==> src/rtl/multdiv_pkg.sv <==
// Shared definitions for the iterative multiply/divide unit.
//   state_t       : controller states IDLE / MULT / DIV / DONE
//   WIDTH_DEFAULT : operand and result width (only 32 is supported)
//   ITERATIONS    : number of datapath iterations per operation
//   LAST_ITER     : counter value on which the final iteration happens
//   INT_MIN       : most negative 32-bit two's-complement value
//   abs_val()     : magnitude of a signed operand, returned as unsigned
package multdiv_pkg;

    typedef enum logic [1:0] {
        IDLE = 2'd0,
        MULT = 2'd1,
        DIV  = 2'd2,
        DONE = 2'd3
    } state_t;

    localparam int WIDTH_DEFAULT = 32;
    localparam int ITERATIONS    = 32;
    localparam logic [4:0] LAST_ITER = 5'(ITERATIONS - 1);
    localparam logic [WIDTH_DEFAULT-1:0] INT_MIN = 32'h8000_0000;

    // INT_MIN maps onto itself, which is the correct unsigned magnitude 2^31.
    function automatic logic [WIDTH_DEFAULT-1:0] abs_val(input logic [WIDTH_DEFAULT-1:0] v);
        return v[WIDTH_DEFAULT-1] ? (~v + 1'b1) : v;
    endfunction

endpackage

==> src/rtl/multdiv_addsub.sv <==
// (WIDTH+1)-bit adder/subtractor shared by the Booth multiply and the
// restoring divide datapaths.
//   a, b : operands, already extended to WIDTH+1 bits by the caller
//   sub  : 1 selects a - b, 0 selects a + b
//   sum  : WIDTH+1-bit result
module multdiv_addsub #(
    parameter int WIDTH = 32
) (
    input  logic [WIDTH:0] a,
    input  logic [WIDTH:0] b,
    input  logic           sub,
    output logic [WIDTH:0] sum
);

    assign sum = sub ? (a - b) : (a + b);

endmodule

==> src/rtl/multdiv_unit.sv <==
// Iterative signed 32-bit multiply / divide unit.
// Multiply uses radix-2 Booth on a 65-bit product register; divide uses
// restoring division on operand magnitudes with the quotient sign fixed
// at the end. Each operation takes 32 iterations.
//   clock          : master clock, rising edge
//   reset          : asynchronous, active-low
//   ctrl_MULT      : start pulse for a signed multiply
//   ctrl_DIV       : start pulse for a signed divide
//   data_operandA  : multiplicand / dividend, sampled on a start edge
//   data_operandB  : multiplier / divisor, sampled on a start edge
//   data_result    : registered result, held until the next completion
//   data_exception : registered overflow / divide-by-zero flag
//   data_resultRDY : one-cycle completion pulse
//   busy           : high while iterating
module multdiv_unit
    import multdiv_pkg::*;
#(
    parameter int WIDTH = WIDTH_DEFAULT
) (
    input  logic             clock,
    input  logic             reset,
    input  logic             ctrl_MULT,
    input  logic             ctrl_DIV,
    input  logic [WIDTH-1:0] data_operandA,
    input  logic [WIDTH-1:0] data_operandB,
    output logic [WIDTH-1:0] data_result,
    output logic             data_exception,
    output logic             data_resultRDY,
    output logic             busy
);

    state_t           state;
    logic [4:0]       counter;
    logic [WIDTH-1:0] op_a;
    logic [WIDTH-1:0] op_b;
    logic [2*WIDTH:0] prod;

    logic             start_mult;
    logic             start_div;
    logic [WIDTH:0]   as_a;
    logic [WIDTH:0]   as_b;
    logic             as_sub;
    logic [WIDTH:0]   as_sum;
    logic [WIDTH:0]   hi_ext;
    logic [WIDTH:0]   r_shift;
    logic [WIDTH:0]   booth_hi;
    logic [2*WIDTH:0] prod_next;
    logic [WIDTH-1:0] quotient;
    logic [WIDTH-1:0] fin_result;
    logic             fin_exc;

    // Exactly one start line high is a valid start; both high is ignored.
    assign start_mult = ctrl_MULT & ~ctrl_DIV;
    assign start_div  = ctrl_DIV & ~ctrl_MULT;

    multdiv_addsub #(.WIDTH(WIDTH)) u_addsub (
        .a   (as_a),
        .b   (as_b),
        .sub (as_sub),
        .sum (as_sum)
    );

    // In MULT the product register is {hi, multiplier, q_-1}; in DIV it is
    // {remainder (WIDTH+1 bits), quotient/dividend (WIDTH bits)}.
    always_comb begin
        hi_ext     = {prod[2*WIDTH], prod[2*WIDTH:WIDTH+1]};
        r_shift    = prod[2*WIDTH-1:WIDTH-1];
        as_a       = hi_ext;
        as_b       = {op_a[WIDTH-1], op_a};
        as_sub     = (prod[1:0] == 2'b10);
        booth_hi   = hi_ext;
        prod_next  = prod;
        quotient   = '0;
        fin_result = '0;
        fin_exc    = 1'b0;

        if (state == DIV) begin
            as_a   = r_shift;
            as_b   = {1'b0, abs_val(op_b)};
            as_sub = 1'b1;
            // A negative trial difference means the divisor did not fit: restore.
            if (as_sum[WIDTH])
                prod_next = {r_shift, prod[WIDTH-2:0], 1'b0};
            else
                prod_next = {as_sum, prod[WIDTH-2:0], 1'b1};
            quotient = prod_next[WIDTH-1:0];
            if (op_b == '0) begin
                fin_result = '0;
                fin_exc    = 1'b1;
            end else if (op_a == INT_MIN && op_b == '1) begin
                fin_result = INT_MIN;
                fin_exc    = 1'b1;
            end else begin
                fin_result = (op_a[WIDTH-1] ^ op_b[WIDTH-1]) ? (~quotient + 1'b1) : quotient;
                fin_exc    = 1'b0;
            end
        end else begin
            // Booth pair 01 adds the multiplicand, 10 subtracts it, 00/11 skip.
            if (prod[1] ^ prod[0])
                booth_hi = as_sum;
            prod_next  = {booth_hi, prod[WIDTH:1]};
            fin_result = prod_next[WIDTH:1];
            fin_exc    = (prod_next[2*WIDTH:WIDTH+1] != {WIDTH{prod_next[WIDTH]}});
        end
    end

    // Controller: a valid start always wins, aborting any operation in
    // flight without a completion pulse; results are captured on the edge
    // of the final iteration so they appear together with the RDY pulse.
    always_ff @(posedge clock or negedge reset) begin
        if (!reset) begin
            state          <= IDLE;
            counter        <= 5'd0;
            op_a           <= '0;
            op_b           <= '0;
            prod           <= '0;
            busy           <= 1'b0;
            data_resultRDY <= 1'b0;
            data_result    <= '0;
            data_exception <= 1'b0;
        end else begin
            data_resultRDY <= 1'b0;
            if (start_mult || start_div) begin
                op_a    <= data_operandA;
                op_b    <= data_operandB;
                counter <= 5'd0;
                busy    <= 1'b1;
                if (start_mult) begin
                    prod  <= {{WIDTH{1'b0}}, data_operandB, 1'b0};
                    state <= MULT;
                end else begin
                    prod  <= {{(WIDTH+1){1'b0}}, abs_val(data_operandA)};
                    state <= DIV;
                end
            end else begin
                case (state)
                    MULT, DIV: begin
                        prod <= prod_next;
                        if (counter == LAST_ITER) begin
                            state          <= DONE;
                            busy           <= 1'b0;
                            data_resultRDY <= 1'b1;
                            data_result    <= fin_result;
                            data_exception <= fin_exc;
                        end else begin
                            counter <= counter + 5'd1;
                        end
                    end
                    DONE:    state <= IDLE;
                    default: state <= IDLE;
                endcase
            end
        end
    end

endmodule

==> config.mk <==
export PLATFORM = sky130hd
export DESIGN_NAME = multdiv_unit
export DESIGN_NICKNAME = d
export VERILOG_FILES = /design/src/rtl/multdiv_pkg.sv /design/src/rtl/multdiv_addsub.sv /design/src/rtl/multdiv_unit.sv
export SDC_FILE = /design/constraint.sdc
export NUM_CORES = 1
export LEC_CHECK = 0
export BUFFER_PORTS_ARGS = -buffer_cell sky130_fd_sc_hd__buf_2
export CORE_MARGIN = 3
export CORE_UTILIZATION = 59
export DETAILED_ROUTE_END_ITERATION = 7
export PLACE_DENSITY = 0.84
export SLEW_MARGIN = 20
export SYNTH_ARGS = -nofsm -noshare
export SYNTH_HDL_FRONTEND = slang
export SYNTH_SLANG_ARGS = --single-unit
==> constraint.sdc <==
create_clock -name clock -period 10 [get_ports clock]
set_input_delay 2 -clock clock [delete_from_list [all_inputs] [get_ports clock]]
set_output_delay 2 -clock clock [all_outputs]
set_load 0.01 [all_outputs]
After elaboration in Yosys (flattened, before gate mapping)
Index checks and enable logic that the tools add are counted.
Storage, ports and cells
  bits in registers: 171
  output and inout bits: 35
Cells by class
  add/subtract/negate cells: 6
  equal/unequal tests: 9
  muxes and demuxes: 34
  bitwise operators: 10
  reduce and logical (&&, ||, !) cells: 9
Operators by type and width (number)
  65-bit two-way mux: 5
  33-bit two-way mux: 6
  32-bit two-way mux: 6
  32-bit by 1-bit adder with 32-bit output, second input constant: 3
  32-bit NOT: 3
  32-bit == test, second input constant: 2
  33-bit adder: 1
  33-bit subtractor: 1
  32-bit zero test: 1
  32-bit != test: 1
  5-bit two-way mux: 3
  1-bit two-way mux: 10
  2-bit two-way mux: 4
  5-bit by 1-bit adder with 5-bit output, second input constant: 1
  5-bit == test, second input constant: 1
  2-bit == test, second input constant: 2
  2-bit AND reduction: 2
  2-bit nonzero test: 2
  3-bit != test, second input constant: 1
  1-bit NOT: 3
  3-bit AND reduction: 1
  1-bit AND: 2
  2-bit by 1-bit == test with 1-bit output, second input constant: 1
  2-bit != test, second input constant: 1
  other kinds (4): 5

Longest topological paths before layout
  depth after elaboration: 14
  mapped depth: 38
  mapped depth without buffers: 32

Modules after synthesis
A second synthesis with hierarchy kept.
Unflattened totals
  cells, all modules: 1767
  area, all modules: 14505.2 µm²
Modules (own cells, without submodules)
  multdiv_unit: instances 1, cells each 1397, area each 11997.8 µm², sequential area each 4279.1 µm²
  multdiv_addsub: instances 1, cells each 370, area each 2507.4 µm², sequential area each 0.0 µm²

Worst setup path after synthesis
No wires, ideal clock.
  path kind: register to register
  start: register state[0]
  end: register data_result[26]
  library setup time: 135 ps
  arrival: 7431 ps
  path slack: 2434 ps
  cell stages (with the launch flop): 38
  period minus slack after synthesis: 7566 ps
  path through: dfrtp_1 > inv_1 > ha_1 > clkbuf_1 > clkbuf_1 > buf_1 > clkbuf_1 > a21oi_1 > inv_1 > ha_1 > inv_1 > or3_1 > a2111oi_0 > nor2b_1 > nor2_1 > xnor2_1 > mux2_2 > ha_1 > [... 2 more ...] > o22ai_1 > o41ai_1 > nand3_1 > a211o_1 > a31oi_1 > xor2_1 > xnor2_4 > inv_2 > clkbuf_1 > ha_1 > nand2_1 > nor2_1 > nand2_1 > nor3_1 > a21oi_1 > xor2_1 > a22oi_1 > o21ai_0
On the way
  cells in the longest elaborated chain, start to end: 12
  elaborated cells on any way between the ends: 18
  classes of those cells: add/sub (3); eq/ne (2); mux (10); bitwise (1); reduce/logical (2)
RTL lines
  start, declared: RTL line multdiv_unit.sv:32  | state_t state;
  start signal, assigned: RTL line multdiv_unit.sv:112  | state <= IDLE;
  start signal, assigned: RTL line multdiv_unit.sv:130  | state <= MULT;
  start signal, assigned: RTL line multdiv_unit.sv:133  | state <= DIV;
  2-bit == test: RTL line multdiv_unit.sv:77, multdiv_unit.sv:136
  33-bit two-way mux: RTL line multdiv_unit.sv:77  | if (state == DIV) begin
  33-bit adder or 33-bit subtractor (tied branches): RTL line multdiv_addsub.sv:15  | assign sum = sub ? (a - b) : (a + b);
  33-bit two-way mux: RTL line multdiv_addsub.sv:15
  65-bit two-way mux: RTL line multdiv_unit.sv:82  | if (as_sum[WIDTH])
  65-bit two-way mux: RTL line multdiv_unit.sv:77
  32-bit NOT: RTL line multdiv_unit.sv:94  | fin_result = (op_a[WIDTH-1] ^ op_b[WIDTH-1]) ? (~quotient + 1'b1) : quotient;
  32-bit by 1-bit adder with 32-bit output: RTL line multdiv_unit.sv:94
  32-bit two-way mux: RTL line multdiv_unit.sv:94
  32-bit two-way mux: RTL line multdiv_unit.sv:90  | end else if (op_a == INT_MIN && op_b == '1) begin
  32-bit two-way mux: RTL line multdiv_unit.sv:87  | if (op_b == '0) begin
  32-bit two-way mux: RTL line multdiv_unit.sv:77
  end signal, assigned: RTL line multdiv_unit.sv:143  | data_result <= fin_result;
  end, declared: RTL line multdiv_unit.sv:26  | output logic [WIDTH-1:0] data_result,
Parallel ways exist; a longest one is shown, timed or not. The select of a mux whose other input is x is not followed.
A chain may end at the register's enable or synchronous reset.

Worst setup path after layout
  start: register state[0]
  end: register data_result[24]
Same word-level chain as after synthesis.

==> impl_metrics.xml <==
<?xml version="1.0" encoding="UTF-8"?>
<metrics>
  <group name="power_and_ir_drop">
    <metric name="vdd_ir_drop_max" unit="uV">293</metric>
    <metric name="p_leak" unit="nW">6.80</metric>
    <metric name="powerDensity" unit="nW/um2">300</metric>
  </group>
  <group name="routing">
    <metric name="drt-total-wl" unit="um">47000</metric>
    <metric name="drt-pass1-iter-count" unit="">8</metric>
    <metric name="vias_per_cell" unit="">6.94</metric>
    <metric name="drt_iter0_drc" unit="">1764</metric>
    <metric name="final_routed_wire_length_divided_by_cell_count" unit="um">22.5</metric>
    <metric name="ant_nets" unit="">0</metric>
    <metric name="drc_errors" unit="">6</metric>
    <metric name="vias" unit="">14500</metric>
  </group>
  <group name="status">
    <metric name="result_of_the_run" unit="">finished, violations left</metric>
    <metric name="failed_checks" unit="">DRC</metric>
  </group>
  <group name="yosys">
    <metric name="yosys.area.top_type" unit="">sky130_fd_sc_hd__dfrtp_1</metric>
    <metric name="synthMostInstantiatedCell" unit="">sky130_fd_sc_hd__nand2_1</metric>
    <metric name="synth.yosys.seq_area_share" unit="%">29.4</metric>
    <metric name="synth_area" unit="um2">14500</metric>
    <metric name="ys_ff_latch" unit="">171</metric>
    <metric name="synth_top_area_share" unit="%">29.4</metric>
    <metric name="ys_types" unit="">81</metric>
    <metric name="syn_avg_cell_area" unit="um2">8.38</metric>
    <metric name="ys.warnings.count" unit="">0</metric>
    <metric name="synthTopCellsByCount" unit="">221 x sky130_fd_sc_hd__nand2_1, 171 x sky130_fd_sc_hd__dfrtp_1, 140 x sky130_fd_sc_hd__nor2_1</metric>
    <metric name="syn-num-nets" unit="">1846</metric>
    <metric name="ys_async_sr_fraction" unit="%">100</metric>
    <metric name="dominantRegCellSynth" unit="">sky130_fd_sc_hd__dfrtp_1</metric>
    <metric name="edff_count_synth" unit="">0</metric>
    <metric name="synth_area_leaders" unit="">sky130_fd_sc_hd__dfrtp_1 29%, sky130_fd_sc_hd__mux2_2 7.9%, sky130_fd_sc_hd__nand2_1 5.7%</metric>
    <metric name="syn_inst" unit="">1733</metric>
  </group>
  <group name="setup_path">
    <metric name="worst_setup_path_startpoint" unit="">state[0]$_DFFE_PN0P_</metric>
    <metric name="kind_of_start_point_of_the_critical_path" unit="">register</metric>
    <metric name="reg2reg_setup_slack" unit="ns">1.60</metric>
    <metric name="crit_end" unit="">data_result[24]$_DFFE_PN0P_</metric>
    <metric name="crit_slowest_cell" unit="">sky130_fd_sc_hd__a2111oi_0</metric>
    <metric name="critical_path.reg2reg.startpoint" unit="">state[0]$_DFFE_PN0P_</metric>
    <metric name="required_time_of_the_critical_path" unit="ns">10.33</metric>
    <metric name="worstRegToRegCells" unit="">32</metric>
    <metric name="endpoint_kind" unit="">register</metric>
    <metric name="crit_path_largest_cell_delay" unit="ns">0.74</metric>
    <metric name="r2r-end" unit="">data_result[24]$_DFFE_PN0P_</metric>
    <metric name="timing_worst_setup_path_type" unit="">reg -&gt; reg</metric>
    <metric name="critPathArrivalTime" unit="ns">8.74</metric>
    <metric name="worstPathMaxFanout" unit="">68</metric>
  </group>
  <group name="hold_path">
    <metric name="timing.hold.worst.class" unit="">reg -&gt; reg</metric>
  </group>
  <group name="sta">
    <metric name="hold_viol_final" unit="">0</metric>
    <metric name="unrepaired_setup_endpoints_after_global_routing" unit="">no</metric>
    <metric name="max_slew.worst_pin.slew" unit="ns">1.16</metric>
    <metric name="final_max_slew_viol_count" unit="">0</metric>
    <metric name="setup_tns" unit="ns">0</metric>
    <metric name="setup_viol" unit="">0</metric>
    <metric name="final_min_period_over_clock_period" unit="%">84.0</metric>
    <metric name="finalWorstPathRequiredPeriod" unit="ns">8.40</metric>
    <metric name="max_freq" unit="MHz">119</metric>
    <metric name="fin_skew" unit="ns">0.0180</metric>
    <metric name="max_slew_margin" unit="%">21.0</metric>
  </group>
  <group name="floorplan">
    <metric name="die_y" unit="um">163</metric>
    <metric name="design.die.area" unit="um2">26500</metric>
    <metric name="die_w" unit="um">163</metric>
    <metric name="boundaryPins" unit="">103</metric>
    <metric name="initial_utilization" unit="%">61.0</metric>
    <metric name="core-area" unit="um2">23800</metric>
    <metric name="row_count" unit="">56</metric>
  </group>
  <group name="clocking">
    <metric name="clkSlewWorstSetupHoldPaths" unit="ns">0.08</metric>
    <metric name="cts.sinks" unit="">171</metric>
    <metric name="clk-insertion-delay-late" unit="ns">0.45</metric>
    <metric name="cts_resized" unit="">0</metric>
    <metric name="tritoncts.num_buffers" unit="">17</metric>
    <metric name="cts_setup_buffers" unit="">0</metric>
    <metric name="postCtsHoldBufs" unit="">0</metric>
    <metric name="cts_tree" unit="">yes</metric>
    <metric name="number_of_buffers_on_the_longest_clock_path" unit="">2</metric>
    <metric name="clockRootBuffer" unit="">sky130_fd_sc_hd__clkbuf_16</metric>
    <metric name="htree_num_levels" unit="">4</metric>
  </group>
  <group name="final_layout">
    <metric name="insertedDiodeCount" unit="">0</metric>
    <metric name="proportion_of_layout_cells_with_a_drive_suffix_above_1" unit="%">16.2</metric>
    <metric name="areaGrowthSynthToFinish" unit="%">8.74</metric>
    <metric name="post-route-cell-area" unit="um2">15800</metric>
    <metric name="layout.area.seq" unit="um2">4280</metric>
    <metric name="finalNonFillerCells" unit="">2089</metric>
    <metric name="design.final.nets" unit="">1870</metric>
    <metric name="multi_input_area" unit="um2">9670</metric>
    <metric name="filler_cell_count" unit="">1970</metric>
  </group>
  <group name="placement">
    <metric name="hpwl" unit="um">34400</metric>
    <metric name="post-place-cells" unit="">2057</metric>
    <metric name="globalplace.congestion" unit="">0.987</metric>
    <metric name="dpl-instance-area" unit="um2">15200</metric>
    <metric name="placement.io_buffers" unit="">102</metric>
  </group>
  <group name="grt">
    <metric name="gr-total-overflow" unit="">0</metric>
    <metric name="first_global_vias" unit="">13700</metric>
    <metric name="first_pass_grt_wire_length" unit="um">74000</metric>
    <metric name="grtUsageTotal" unit="%">35.0</metric>
    <metric name="grt_antenna_before_repair" unit="">0</metric>
    <metric name="largest_net_degree_at_the_start_of_global_routing" unit="">72</metric>
  </group>
  <group name="job">
    <metric name="cap_viol_max_count" unit="">0</metric>
  </group>
</metrics>
==> metal layers <==
metal / vias up / part of all wire [%] / track usage (%) / wire [um]
met5: - / 0 / 0 / 0
met4: 0 / 5.1 / 16.3 / 2390
met3: 179 / 9.7 / 6.10 / 4570
met2: 850 / 46 / 55.7 / 21400
met1: 7009 / 40 / 46.7 / 18600
li1: 6470 / - / - / -
==> power breakdown <==
| group | internal (W) | total, W | switching [W] | leakage (nW) |
|---|---|---|---|---|
| Sequential | 0.000833 | 0.00108 | 0.000251 | 2.15 |
| Combinational | 0.00116 | 0.00294 | 0.00178 | 4.35 |
| Clock | 0.000349 | 0.000720 | 0.000370 | 0.305 |
| Total | 0.00234 | 0.00474 | 0.00240 | 6.80 |
==> state kept, by name (all words and copies together) (netlist names), 2 cells and up <==
| register | cells |
|---|---|
| data_result | 32 |
| prod | 65 |
| op_a | 32 |
| op_b | 32 |
| counter | 5 |
| state | 2 |
==> stage by stage <==
stage               total power, W  hold slack (ns)  worst slack, ns  utilization [%]
CTS                        0.00466            0.488             1.94             66.3
floorplan                  0.00322            0.460             2.43                -
finish                     0.00474            0.484             1.60             66.3
detailed placement         0.00392            0.471             2.00             63.7
global route               0.00505            0.500             1.26             66.3
global placement           0.00382            0.462             2.20             63.7
==> kinds of logic (layout without fill, tap and decap cells) <==
family,after synthesis,in the layout,synth area share [%]
and+or+nand+nor,606,606,19.9
AOI/OAI and AO/OA,464,464,22.9
DFF,171,171,29.4
buffers and inverters,161,198,4.25
muxes,153,153,11.4
xor gates and xnor gates,133,133,8.15
adders and majority gates,45,45,3.93
==> how the worst min path moves through the flow <==
stage                                     startpoint                          to  slack [ns]  depth (start not counted)
final                     data_result[0]$_DFFE_PN0P_  data_result[0]$_DFFE_PN0P_        0.48                          2
after global routing      data_result[6]$_DFFE_PN0P_  data_result[6]$_DFFE_PN0P_        0.50                          1
after CTS                 data_result[0]$_DFFE_PN0P_  data_result[0]$_DFFE_PN0P_        0.49                          2
after detailed placement  data_result[0]$_DFFE_PN0P_  data_result[0]$_DFFE_PN0P_        0.47                          2
after global placement    data_result[0]$_DFFE_PN0P_  data_result[0]$_DFFE_PN0P_        0.46                          2
after floorplan                  op_a[0]$_DFFE_PN0N_         op_a[0]$_DFFE_PN0N_        0.46                          2
==> layout by cell type, fill, tap and decap left out, types with 18 or more instances in the layout <==
master	Yosys	final
sky130_fd_sc_hd__a21oi_1	85	84
sky130_fd_sc_hd__a22o_1	24	24
sky130_fd_sc_hd__a31oi_1	22	22
sky130_fd_sc_hd__buf_2	2	101
sky130_fd_sc_hd__dfrtp_1	171	171
sky130_fd_sc_hd__ha_1	44	42
sky130_fd_sc_hd__inv_1	45	44
sky130_fd_sc_hd__mux2_2	102	102
sky130_fd_sc_hd__mux2i_1	50	50
sky130_fd_sc_hd__nand2_1	221	221
sky130_fd_sc_hd__nand3_1	28	28
sky130_fd_sc_hd__nand4_1	18	18
sky130_fd_sc_hd__nor2_1	140	138
sky130_fd_sc_hd__nor2b_1	18	18
sky130_fd_sc_hd__nor3_1	48	48
sky130_fd_sc_hd__nor4_1	22	22
sky130_fd_sc_hd__o211ai_1	19	19
sky130_fd_sc_hd__o21a_1	46	46
sky130_fd_sc_hd__o21ai_0	66	66
sky130_fd_sc_hd__o221ai_1	42	42
sky130_fd_sc_hd__o31ai_1	24	24
sky130_fd_sc_hd__o41ai_1	18	18
sky130_fd_sc_hd__or3_1	27	27
sky130_fd_sc_hd__xnor2_1	57	57
sky130_fd_sc_hd__xor2_1	75	75
==> area by class of cell <==
cell class                      instances  share of cell area (%)
Tap cell                              319                    2.53
Timing Repair Buffer                  119                    4.08
Clock inverter                         15                    1.29
Inverter                               47                    1.12
Sequential cell                       171                    27.1
Clock buffer                           17                    2.69
Multi-Input combinational cell       1401                    61.2
==> worst max-delay path, delay by kind of cell (launching register included) <==
family          cells  cell delay [ns]
compound gates      8             2.17
xor+xnor            4             0.56
fa+ha+maj           4             1.47
buf+inv             5             0.85
flops               1             0.39
mux                 2             0.73
simple gates        9             2.06
Power figures use the tool's default switching activity.
